<file path="config.mk">
export PLATFORM = sky130hd
export DESIGN_NAME = vid_timing_gen
export DESIGN_NICKNAME = d
export VERILOG_FILES = /design/src/rtl/vid_timing_pkg.sv /design/src/rtl/vtg_axis.sv /design/src/rtl/vid_timing_gen.sv
export SDC_FILE = /design/constraint.sdc
export NUM_CORES = 1
export LEC_CHECK = 0
export CAP_MARGIN = 10
export CELL_PAD_IN_SITES_DETAIL_PLACEMENT = 1
export CELL_PAD_IN_SITES_GLOBAL_PLACEMENT = 2
export CORE_MARGIN = 2
export CORE_UTILIZATION = 32
export CTS_CLUSTER_DIAMETER = 80
export DETAILED_ROUTE_END_ITERATION = 10
export PLACE_DENSITY_LB_ADDON = 0.1
export SLEW_MARGIN = 20
export SYNTH_ARGS = -nofsm -noshare
export SYNTH_HDL_FRONTEND = slang
export SYNTH_SLANG_ARGS = --single-unit
</file>
<file path="constraint.sdc">
create_clock -name pixelclk -period 3.3 [get_ports pixelclk]
set_input_delay 0.33 -clock pixelclk [delete_from_list [all_inputs] [get_ports pixelclk]]
set_output_delay 0.33 -clock pixelclk [all_outputs]
set_load 0.05 [all_outputs]
</file>
<file path="src/rtl/vid_timing_pkg.sv">
// XGA video timing constants and helpers shared by the timing generator
// and its axis counters.
package vid_timing_pkg;

  localparam int CW = 12;

  localparam int XGA_H_ACTIVE = 1024;
  localparam int XGA_H_FP     = 24;
  localparam int XGA_H_SYNC   = 136;
  localparam int XGA_H_BP     = 160;
  localparam int XGA_V_ACTIVE = 768;
  localparam int XGA_V_FP     = 3;
  localparam int XGA_V_SYNC   = 6;
  localparam int XGA_V_BP     = 29;

  function automatic int axis_total(input int active, input int fp, input int sync, input int bp);
    return active + fp + sync + bp;
  endfunction

  localparam int XGA_H_TOTAL = axis_total(XGA_H_ACTIVE, XGA_H_FP, XGA_H_SYNC, XGA_H_BP);
  localparam int XGA_V_TOTAL = axis_total(XGA_V_ACTIVE, XGA_V_FP, XGA_V_SYNC, XGA_V_BP);

  // ROI overlay line thickness in pixels
  localparam int BORDER = 2;

  typedef enum logic [1:0] {
    RGN_ACTIVE,
    RGN_FP,
    RGN_SYNC,
    RGN_BP
  } region_e;

endpackage

</file>
<file path="src/rtl/vtg_axis.sv">
// One timing axis: a wrapping position counter plus a decoder that splits
// the line (or frame) into active, front porch, sync and back porch.
module vtg_axis
  import vid_timing_pkg::*;
#(
  parameter int ACTIVE = XGA_H_ACTIVE,
  parameter int FP     = XGA_H_FP,
  parameter int SYNC   = XGA_H_SYNC,
  parameter int BP     = XGA_H_BP
) (
  input  logic          pixelclk,
  input  logic          reset,
  input  logic          clr,
  input  logic          cnt_en,
  output logic [CW-1:0] cnt,
  output logic          active,
  output logic          sync,
  output logic          last
);

  localparam int            TOTAL    = axis_total(ACTIVE, FP, SYNC, BP);
  localparam logic [CW-1:0] ACT_END  = CW'(ACTIVE);
  localparam logic [CW-1:0] FP_END   = CW'(ACTIVE + FP);
  localparam logic [CW-1:0] SYNC_END = CW'(ACTIVE + FP + SYNC);
  localparam logic [CW-1:0] LAST_CNT = CW'(TOTAL - 1);

  region_e region;

  always_ff @(posedge pixelclk) begin
    if (reset || clr)
      cnt <= '0;
    else if (cnt_en)
      cnt <= last ? '0 : cnt + 1'b1;
  end

  assign last = (cnt == LAST_CNT);

  always_comb begin
    region = RGN_BP;
    if (cnt < ACT_END)
      region = RGN_ACTIVE;
    else if (cnt < FP_END)
      region = RGN_FP;
    else if (cnt < SYNC_END)
      region = RGN_SYNC;
  end

  assign active = (region == RGN_ACTIVE);
  assign sync   = (region == RGN_SYNC);

endmodule

</file>
<file path="src/rtl/vid_timing_gen.sv">
// Video timing generator with pull-style pixel request and a per-frame
// latched ROI rectangle overlay; outputs lag the counters by two cycles.
module vid_timing_gen
  import vid_timing_pkg::*;
#(
  parameter int   DW       = 24,
  parameter int   H_ACTIVE = XGA_H_ACTIVE,
  parameter int   H_FP     = XGA_H_FP,
  parameter int   H_SYNC   = XGA_H_SYNC,
  parameter int   H_BP     = XGA_H_BP,
  parameter int   V_ACTIVE = XGA_V_ACTIVE,
  parameter int   V_FP     = XGA_V_FP,
  parameter int   V_SYNC   = XGA_V_SYNC,
  parameter int   V_BP     = XGA_V_BP,
  parameter logic HS_POL   = 1'b0,
  parameter logic VS_POL   = 1'b0
) (
  input  logic          pixelclk,
  input  logic          reset,
  input  logic          en,
  output logic          o_req,
  input  logic [DW-1:0] i_data,
  input  logic          box_en,
  input  logic [11:0]   box_l,
  input  logic [11:0]   box_r,
  input  logic [11:0]   box_t,
  input  logic [11:0]   box_b,
  input  logic [DW-1:0] box_color,
  output logic          o_hsync,
  output logic          o_vsync,
  output logic          o_de,
  output logic [DW-1:0] o_data,
  output logic [11:0]   hcount,
  output logic [11:0]   vcount,
  output logic          o_sof
);

  logic [11:0] h_cnt, v_cnt;
  logic        h_act, h_sync, h_last;
  logic        v_act, v_sync, v_last;

  vtg_axis #(.ACTIVE(H_ACTIVE), .FP(H_FP), .SYNC(H_SYNC), .BP(H_BP)) u_h_axis (
    .pixelclk(pixelclk), .reset(reset), .clr(~en), .cnt_en(en),
    .cnt(h_cnt), .active(h_act), .sync(h_sync), .last(h_last)
  );

  vtg_axis #(.ACTIVE(V_ACTIVE), .FP(V_FP), .SYNC(V_SYNC), .BP(V_BP)) u_v_axis (
    .pixelclk(pixelclk), .reset(reset), .clr(~en), .cnt_en(en & h_last),
    .cnt(v_cnt), .active(v_act), .sync(v_sync), .last(v_last)
  );

  assign o_req = en & ~reset & h_act & v_act;

  logic          de1, hs1, vs1, en_q;
  logic [11:0]   h1, v1;
  logic          bx_en;
  logic [11:0]   bx_l, bx_r, bx_t, bx_b;
  logic [DW-1:0] bx_color;
  logic          box_load;

  // Box is sampled at frame boundaries only so a frame never shows a torn rectangle
  assign box_load = en & (~en_q | (h_last & v_last));

  always_ff @(posedge pixelclk) begin
    if (reset) begin
      de1      <= 1'b0;
      hs1      <= 1'b0;
      vs1      <= 1'b0;
      h1       <= '0;
      v1       <= '0;
      en_q     <= 1'b0;
      bx_en    <= 1'b0;
      bx_l     <= '0;
      bx_r     <= '0;
      bx_t     <= '0;
      bx_b     <= '0;
      bx_color <= '0;
    end else begin
      de1  <= o_req;
      hs1  <= en & h_sync;
      vs1  <= en & v_sync;
      h1   <= h_cnt;
      v1   <= v_cnt;
      en_q <= en;
      if (box_load) begin
        bx_en    <= box_en;
        bx_l     <= box_l;
        bx_r     <= box_r;
        bx_t     <= box_t;
        bx_b     <= box_b;
        bx_color <= box_color;
      end
    end
  end

  // One extra bit keeps the +BORDER terms from wrapping near 4095
  logic [12:0] hx, vy, l13, r13, t13, b13;
  logic        on_border;

  assign hx  = {1'b0, h1};
  assign vy  = {1'b0, v1};
  assign l13 = {1'b0, bx_l};
  assign r13 = {1'b0, bx_r};
  assign t13 = {1'b0, bx_t};
  assign b13 = {1'b0, bx_b};

  always_comb begin
    on_border = bx_en && (l13 <= r13) && (t13 <= b13)
             && (hx >= l13) && (hx <= r13) && (vy >= t13) && (vy <= b13)
             && ((hx < l13 + 13'(BORDER)) || (hx + 13'(BORDER) > r13)
              || (vy < t13 + 13'(BORDER)) || (vy + 13'(BORDER) > b13));
  end

  always_ff @(posedge pixelclk) begin
    if (reset) begin
      o_de    <= 1'b0;
      o_hsync <= ~HS_POL;
      o_vsync <= ~VS_POL;
      o_data  <= '0;
      hcount  <= '0;
      vcount  <= '0;
      o_sof   <= 1'b0;
    end else begin
      o_de    <= de1;
      o_hsync <= hs1 ? HS_POL : ~HS_POL;
      o_vsync <= vs1 ? VS_POL : ~VS_POL;
      o_data  <= !de1 ? '0 : (on_border ? bx_color : i_data);
      hcount  <= de1 ? h1 : '0;
      vcount  <= de1 ? v1 : '0;
      o_sof   <= de1 && (h1 == '0) && (v1 == '0);
    end
  end

endmodule

</file>
Word-level counts from Yosys, hierarchy flattened
Cells that the tools add are included.

Flip-flop bits (word level): 177. Input port bits: 100. Output and inout bits: 53. Word-level logic and storage cells: 89.

Add/subtract/negate cells: 6. $lt $le $gt $ge: 16. Equality and inequality tests: 4. Mux-type cells: 11. Bitwise logic cells: 13. Reduce and logical (&&, ||, !) cells: 18.

Operator list (count): 12-bit by 2-bit adder with 13-bit output, second input constant (4); 12-bit less-or-equal comparator (4); 12-bit by 10-bit < comparator with 1-bit output, second input constant (3); 12-bit by 11-bit < comparator with 1-bit output, second input constant (3); 13-bit by 12-bit > comparator with 1-bit output (2); 12-bit by 13-bit < comparator with 1-bit output (2); 12-bit by 1-bit adder with 12-bit output, second input constant (2); 12-bit >= comparator (2); 12-bit zero test (2); 12-bit two-way mux (2); 24-bit two-way mux (1); 12-bit by 10-bit == test with 1-bit output, second input constant (1); 12-bit by 11-bit == test with 1-bit output, second input constant (1); 1-bit logical AND (9); 1-bit AND (8); 2-bit two-way mux (4); 2-bit == test, second input constant (2); 2-bit zero test (2); 1-bit logical OR (4); 1-bit two-way mux (4); 1-bit inverter (4); 2-bit OR reduction (1); 1-bit OR (1).

Depth between registers and ports, before layout
Gate-level depths: netlist of run 1.

Word-level depth: 9. Depth in mapped cells: 14. Depth with buffers taken out: 13.

Cells and area by module
Synthesis of run 1 repeated with hierarchy kept, for this count alone.

Cells, all modules: 1134. Area total of the unflattened synthesis: 9654.3 um^2.

Modules (own cells, without submodules): vid_timing_gen (times used 1, cells an instance 990, area an instance 8391.8 um^2); vtg_axis at u_v_axis (times used 1, cells an instance 75, area an instance 636.9 um^2); vtg_axis at u_h_axis (times used 1, cells an instance 69, area an instance 625.6 um^2).

Worst setup path after synthesis of run 1
OpenSTA, ideal clock, no wires.

Path kind: register to register. From: reg bx_t[1]. To: reg o_data[19]. Setup time: 0.070 ns. Arrival: 2.810 ns. Data required time: 3.230 ns. Slack: 0.419 ns. Cell stages (with the launch flop): 14. Buffers on the path: 1. Clock period less this slack: 2.881 ns. Path through: dfxtp_1 inv_1 nor4_1 nand3_1 xnor2_1 ha_1 and3_1 o2111ai_1 a31o_2 a21oi_1 and4_1 clkbuf_1 o21ai_0 a21oi_1.

Longest elaborated chain between the ends: 8. Elaborated cells on any way between the ends: 13.

RTL lines: from (decl) (line vid_timing_gen.sv:57) `logic [11:0] bx_l, bx_r, bx_t, bx_b;`; from (signal assigned) (line vid_timing_gen.sv:89) `bx_t <= box_t;`; parallel branches: the longest is 6 deep, another holds 12-bit by 2-bit adder with 13-bit output; 1-bit logical AND (*) (line vid_timing_gen.sv:110) `&& ((hx < l13 + 13'(BORDER)) || (hx + 13'(BORDER) > r13)`; 24-bit two-way mux (*) (line vid_timing_gen.sv:127) `o_data <= !de1 ? '0 : (on_border ? bx_color : i_data);`; to (signal assigned) (line vid_timing_gen.sv:127); to (decl) (line vid_timing_gen.sv:32) `output logic [DW-1:0] o_data,`.

Mark *: on every way between the ends. A chain may end at the register's enable or synchronous reset.

Worst setup path after layout of run 1
From: reg bx_l[4]. To: reg o_data[18].

Longest elaborated chain between the ends: 9. Elaborated cells on any way between the ends: 15.

RTL lines: from (decl) (line vid_timing_gen.sv:57); from (signal assigned) (line vid_timing_gen.sv:87) `bx_l <= box_l;`; parallel branches: the longest is 7 deep, another holds 12-bit by 2-bit adder with 13-bit output; 1-bit logical AND (*) (line vid_timing_gen.sv:110); 24-bit two-way mux (*) (line vid_timing_gen.sv:127).

Marks and branches as above.

==> impl_metrics.csv, run 1 <==
group,metric,value,unit
outcome,status,"finished clean",
yosys,syn-num-nets,1348,
sta,hold_viol_final,0,
route,routed.top_layer,"met4",
sta,fin_worst_skew,0.01938,ns
setup_path,slowest_stage,"dfxtp_1",
setup_path,critPathMaxStageDelay,0.42,ns
sta,setup_violations,0,
sta,slew_headroom,52.78,%
yosys,syn_area_per_cell,8.330,um2
final_layout,n_fill_cell,3424,
route,routedWlPerCell,17.86,um
grt,grt_overflow,0,
place,gp_congestion,0.7855,
setup_path,crit_arrival,3.37,ns
sta,final_max_slew_viol_count,0,
clock_tree,cts_sinks,177,
yosys,synth_edf_count,0,
setup_path,crit_fanout,24,
power_and_ir_drop,ir_drop,0.3205,mV
sta,rsz0062_at_grt,"no",
route,dr.first_iter.drc_count,407,
yosys,synth_top_area_share,37.85,%
die,initial_utilization,32.53,%
clock_tree,htree_levels,4,
final_layout,syn_to_final_growth,29.03,%
place,hpwl,22450,um
clock_tree,cts_hold_buf,0,
sta,hold_slack,0.3731,ns
sta,final.period_utilization,92.91,%
grt,antenna_found_initial,0,
setup_path,cp-start-kind,"register",
final_layout,drive_gt1_share,6.481,%
yosys,synthCells,1124,
setup_path,end_kind,"register",
route,drtAntennaViolNets,0,
power_and_ir_drop,p_leak,4.805,nW
flow_run,max-cap-violations,0,
yosys,ys_ff_latch,177,
setup_path,critPathKind,"reg -> reg",
yosys,yosys_warnings,0,
setup_path,path_buf_inv,1,
route,wl_met2,13400,um
power_and_ir_drop,p_switching,0.001463,W
final_layout,final_cell_mix,"187 x nand2_1, 172 x dfxtp_1, 150 x clkdlybuf4s50_1",
yosys,synth_flop_cell,"dfxtp_1",
grt,grt_first_pass_wirelength,48690,um
setup_path,path_cells,"and3_1, and4_1, nand2_1, xnor2_1, ha_1, and3_1, a221oi_1, o21ai_1, and4_1, buf_12, o21ai_0, a21oi_1",
yosys,synth_area,9363,um2
sta,worstMarginPinSlew,0.7083,ns
power_and_ir_drop,combinationalPowerShare,13.3,%
power_and_ir_drop,switching_share,29.36,%
yosys,async_reset_ff_share,0,%
clock_tree,cts_root_buf,"clkbuf_16",
sta,max_freq,326.2,MHz
sta,min_period,3.066,ns
final_layout,antenna_cells,0,
die,die-area,30640,um2
die,io_pins,153,
clock_tree,numCtsBuffers,17,
die,die-width,175.1,um
setup_path,cp_top_family,"simple AND/OR/NAND/NOR gates",
die,fp.dieH,175.1,um
sta,fin_setup_tns,0,ns
final_layout,fin_nets,1508,
route,wl_met1,15180,um
power_and_ir_drop,power,0.004983,W
route,drc_errors,0,
final_layout,layout_commonest_cell,"nand2_1",
grt,grt_max_degree,53,
place,port_buffers,152,
final_layout,seq_area,3550,um2
route,viasPerCell,4.948,
worst_hold_path,hold_path.class,"in -> reg",
power_and_ir_drop,intPower,0.003520,W
yosys,synth.area.top_cells,"dfxtp_1 38%, ha_1 17%, nand2_1 7.5%",
grt,track_usage,20.11,%
yosys,ys_seq_area_share,37.85,%
clock_tree,path_clk_slew,0.08,ns
power_and_ir_drop,pwr-share-seq,45.0,%
yosys,synthDistinctLibCells,47,
route,vias,8313,
route,wl_met3,1190,um
clock_tree,clockBufferDepth,2,
die,rows,62,
grt,grt_pass1_vias,8852,
final_layout,multi_input_area,5415,um2
power_and_ir_drop,power_frac_clock,41.7,%
clock_tree,insertion_delay,0.44,ns
die,core_area,28780,um2
power_and_ir_drop,power.density,412.5,nW/um2
route,dr.pass1.iters,4,
clock_tree,cts_tree,"done",
yosys,yosysTopAreaCell,"dfxtp_1",
route,routed_wl,30010,um
clock_tree,post_cts_buffers,0,
setup_path,worst_ep_required_time,3.60,ns
-- metal layers --
layer | up-vias | global-route usage, %
li1 | 4187 | -
met1 | 3994 | 28.18
met2 | 120 | 32.35
met3 | 12 | 3.851
met4 | 0 | 3.750
met5 | - | 0
-- registers in the layout, indices dropped and copies added, names as in the netlist, 12 cells and up --
signal,flops
bx_b,12
o_data,24
bx_l,12
h1,12
u_v_axis.cnt,12
bx_r,12
hcount,12
v1,12
vcount,12
bx_t,12
bx_color,24
u_h_axis.cnt,12
-- cells in the mapped netlist (18+ instances only) --
master    count
xnor2_1      37
ha_1        124
inv_1        62
a21oi_1     133
nand2_1     187
and2_1       18
clkbuf_1     25
o21ai_0      47
nor2_1       48
nor2b_1      27
nand3_1      71
dfxtp_1     177
nand4_1      23
-- metrics by stage --
stage | worst slack [ns] | utilization [%] | instance area, um2 | instances
after floorplan | 0.4195 | - | 9363 | 1124
after global placement | 0.1365 | 39.82 | 11460 | 1649
after detailed placement | 0.1515 | 39.82 | 11460 | 1649
after CTS | 0.1364 | 41.86 | 12050 | 1680
after global routing | 0.006211 | 41.97 | 12080 | 1680
final | 0.2341 | 41.97 | 12080 | 1680
-- logic make-up (layout without fill, tap and decap cells) --
logic type	count (synthesis)	after routing	share of synthesized area, %
flip-flops	177	177	37.85
buffers and inverters	106	278	4.691
adder cells (fa/ha/maj)	124	124	16.57
XOR/XNOR	54	54	5.051
AND/OR/NAND/NOR	436	436	22.22
AO/OA/AOI/OAI	227	227	13.62
-- final cells by class --
| class | count | share of cell area, % |
|---|---|---|
| multi-input cells | 841 | 44.83 |
| flip-flops and latches | 177 | 29.38 |
| repair buffers | 185 | 15.02 |
| well taps | 384 | 3.977 |
| clock buffers | 17 | 3.522 |
| inverters | 62 | 1.926 |
| clock inverters | 14 | 1.346 |
-- timing repair --
item | 4_1_cts | 5_1_grt
gates resized for setup | 0 | 11
setup endpoints to repair | 0 | 24
hold endpoints to repair | 0 | 0
-- final timing paths --
| check | startpoint | to | slack [ns] | depth (start not counted) |
|---|---|---|---|---|
| worst max-delay path | bx_l[4]$_SDFFE_PP0P_ | o_data[18]$_SDFF_PP0_ | 0.23 | 12 |
| worst min-delay path | reset | v1[0]$_SDFF_PP0_ | 0.37 | 2 |
| worst max register to register | bx_l[4]$_SDFFE_PP0P_ | o_data[18]$_SDFF_PP0_ | 0.23 | 12 |
| worst min register to register | hs1$_SDFF_PP0_ | o_hsync$_SDFF_PP1_ | 0.38 | 1 |
-- power by group through the flow --
stage	sequential [W]	combinational [W]	clock [W]
4_1_cts	0.00224	0.000669	0.00213
6_report	0.00224	0.000662	0.00208
3_5_place_dp	0.00229	0.000662	0
2_1_floorplan	0.00231	0.000344	0
5_1_grt	0.00225	0.000743	0.00222
3_3_place_gp	0.00229	0.000653	0
(Power assumes the default switching activity.)
==> run 2: changes to the inputs <==
--- a/config.mk
+++ b/config.mk
@@ -9,11 +9,12 @@
 export CELL_PAD_IN_SITES_DETAIL_PLACEMENT = 1
 export CELL_PAD_IN_SITES_GLOBAL_PLACEMENT = 2
 export CORE_MARGIN = 2
-export CORE_UTILIZATION = 32
+export CORE_UTILIZATION = 33
 export CTS_CLUSTER_DIAMETER = 80
 export DETAILED_ROUTE_END_ITERATION = 10
 export PLACE_DENSITY_LB_ADDON = 0.1
 export SLEW_MARGIN = 20
 export SYNTH_ARGS = -nofsm -noshare
 export SYNTH_HDL_FRONTEND = slang
+export SYNTH_HIERARCHICAL = 1
 export SYNTH_SLANG_ARGS = --single-unit
==> run 2 against run 1 <==
Effect of this change:
- total power up 2.7%
- via count up 1.7%
- core utilization up 0.81 points
- final cell count up 0.54%
- sequential power about the same
- critical endpoint is now o_data[17]$_SDFF_PP0_
==> impl_metrics.csv, run 2 <==
group,metric,value,unit
sta,slew_headroom,55.27,%
grt,grt_overflow,0,
grt,antenna_found_initial,1,
route,dr.first_iter.drc_count,290,
place,gp_congestion,0.8423,
clock_tree,cts_hold_buf,0,
grt,grt_max_degree,60,
yosys,synthCells,1134,
route,routedWlPerCell,17.88,um
final_layout,stdcell_count,1689,
route,drc_errors,0,
die,io_pins,153,
final_layout,final_cell_mix,"185 x nand2_1, 173 x dfxtp_1, 150 x clkdlybuf4s50_1",
route,routed_wl,30200,um
final_layout,drive_gt1_share,6.743,%
setup_path,critPathKind,"reg -> reg",
sta,setup_violations,0,
sta,hold_viol_final,0,
die,initial_utilization,33.54,%
die,die-area,30640,um2
place,dp.cells,1657,
setup_path,path_buf_inv,2,
die,fp.dieH,175.0,um
clock_tree,path_clk_slew,0.07,ns
power_and_ir_drop,power.density,415.7,nW/um2
clock_tree,cts_tree,"done",
yosys,syn-num-nets,1358,
power_and_ir_drop,ir_drop,0.3288,mV
route,drtAntennaViolNets,0,
sta,final_max_slew_viol_count,0,
grt,track_usage,20.09,%
yosys,ys_seq_area_share,36.70,%
yosys,syn_area_per_cell,8.513,um2
setup_path,crit_fanout,24,
sta,rsz0062_at_grt,"no",
final_layout,top_regs,"bx_color: 24 flops, o_data: 24 flops",
yosys,yosys_warnings,6,
place,hpwl,22430,um
clock_tree,htree_levels,4,
yosys,yosys.cell_count.top_type,"nand2_1",
yosys,yosysTopAreaCell,"dfxtp_1",
setup_path,cp_top_family,"simple AND/OR/NAND/NOR gates",
grt,grt_pass1_vias,8768,
yosys,synth_common_cells,"186 x nand2_1, 177 x dfxtp_1, 124 x ha_1, 113 x a21oi_1, 61 x inv_1",
final_layout,final_util,42.78,%
power_and_ir_drop,p_leak,4.832,nW
route,dr.pass1.iters,4,
final_layout,antenna_cells,0,
sta,max_freq,331.3,MHz
outcome,status,"finished clean",
die,core_area,28780,um2
yosys,synthDistinctLibCells,67,
clock_tree,numCtsBuffers,17,
sta,fin_setup_tns,0,ns
place,port_buffers,152,
final_layout,layout_commonest_cell,"nand2_1",
route,vias,8456,
yosys,synth.area.top_cells,"dfxtp_1 37%, ha_1 16%, nand2_1 7.2%",
setup_path,critPathMaxStageDelay,0.46,ns
yosys,async_reset_ff_share,0,%
clock_tree,post_cts_buffers,0,
yosys,synth_edf_count,0,
flow_run,max-cap-violations,0,
worst_hold_path,hold_path.class,"in -> reg",
sta,fin_worst_skew,0.01316,ns
setup_path,crit_arrival,3.38,ns
grt,grt_first_pass_wirelength,48650,um
final_layout,syn_to_final_growth,27.54,%
die,rows,62,
yosys,synth_flop_cell,"dfxtp_1",
yosys,synth_area,9654,um2
clock_tree,cts_root_buf,"clkbuf_16",
yosys,ys_ff_latch,177,
clock_tree,cts_sinks,177,
clock_tree,insertion_delay,0.43,ns
sta,worstMarginPinSlew,0.6686,ns
die,die-width,175.0,um
setup_path,slowest_stage,"dfxtp_2",
final_layout,fin_nets,1516,
setup_path,worst_path_most_repeated_cell,"ha_1",
setup_path,worst_ep_required_time,3.66,ns
sta,min_period,3.018,ns
clock_tree,clockBufferDepth,2,
route,viasPerCell,5.007,
sta,final.period_utilization,91.46,%
setup_path,cp-start-kind,"register",
setup_path,path_cells,"ha_1, inv_1, nor2_1, nand2_1, xnor2_1, ha_1, nand3_1, nor4_1, a21oi_1, a21bo_2, a41o_2, buf_12, o21ai_1, a21boi_1",
setup_path,end_kind,"register",
sta,hold_slack,0.3575,ns
yosys,synth_top_area_share,36.70,%
-- run 2: kinds of logic after synthesis --
logic type	Yosys count	share of synthesized area, %
AOI/OAI and AO/OA	242	16.03
xor gates and xnor gates	49	4.445
adders and majority gates	124	16.07
buffers and inverters	105	4.730
DFF	177	36.70
muxes	1	0.1037
and+or+nand+nor	436	21.92
-- run 2: stage by stage --
step	total power, W	instance area (um2)	worst slack [ns]
4_1_cts	0.005206	12300	0.01439
2_1_floorplan	0.002761	9654	0.6572
3_5_place_dp	0.003089	11700	0.01040
3_3_place_gp	0.003081	11700	0.1113
5_1_grt	0.005378	12310	0.006930
6_report	0.005118	12310	0.2818
-- run 2: metal layers --
layer	part of all wire, %	up-vias	track usage [%]	wire (um)
met5	0	-	0	0
met4	0.63	0	3.403	191
met3	2.8	11	2.720	855
met2	48	112	34.60	14480
met1	49	4054	27.11	14670
li1	-	4279	-	-
-- run 2: report_power, final --
group	leakage [nW]	total (W)	switching (W)	internal, W
logic	3.10	0.000786	0.000442	0.000344
registers	1.44	0.00224	0.0000469	0.00220
clock network	0.286	0.00209	0.00100	0.00109
-- run 2: worst paths after layout --
check                   start               endpoint  slack [ns]  cells after the start
max          v1[1]$_SDFF_PP0_  o_data[17]$_SDFF_PP0_        0.28                     14
min                     reset      v1[10]$_SDFF_PP0_        0.36                      2
max reg2reg  v1[1]$_SDFF_PP0_  o_data[17]$_SDFF_PP0_        0.28                     14
min reg2reg    hs1$_SDFF_PP0_     o_hsync$_SDFF_PP1_        0.38                      1
-- run 2: repair_timing --
action                                  CTS  global route
endpoints found under the setup margin    1            24
endpoints found under the hold margin     0             0
pin swaps                                 0             0
gates resized for setup                   1             5
-- run 2: final cells by class --
| type | count | area [um2] |
|---|---|---|
| flip-flops and latches | 177 | 3548 |
| clock inverters | 14 | 168.9 |
| well taps | 384 | 480.5 |
| inverters | 61 | 229.0 |
| fillers | 3375 | 16470 |
| repair buffers | 183 | 1774 |
| clock buffers | 18 | 429.2 |
| multi-input cells | 852 | 5683 |
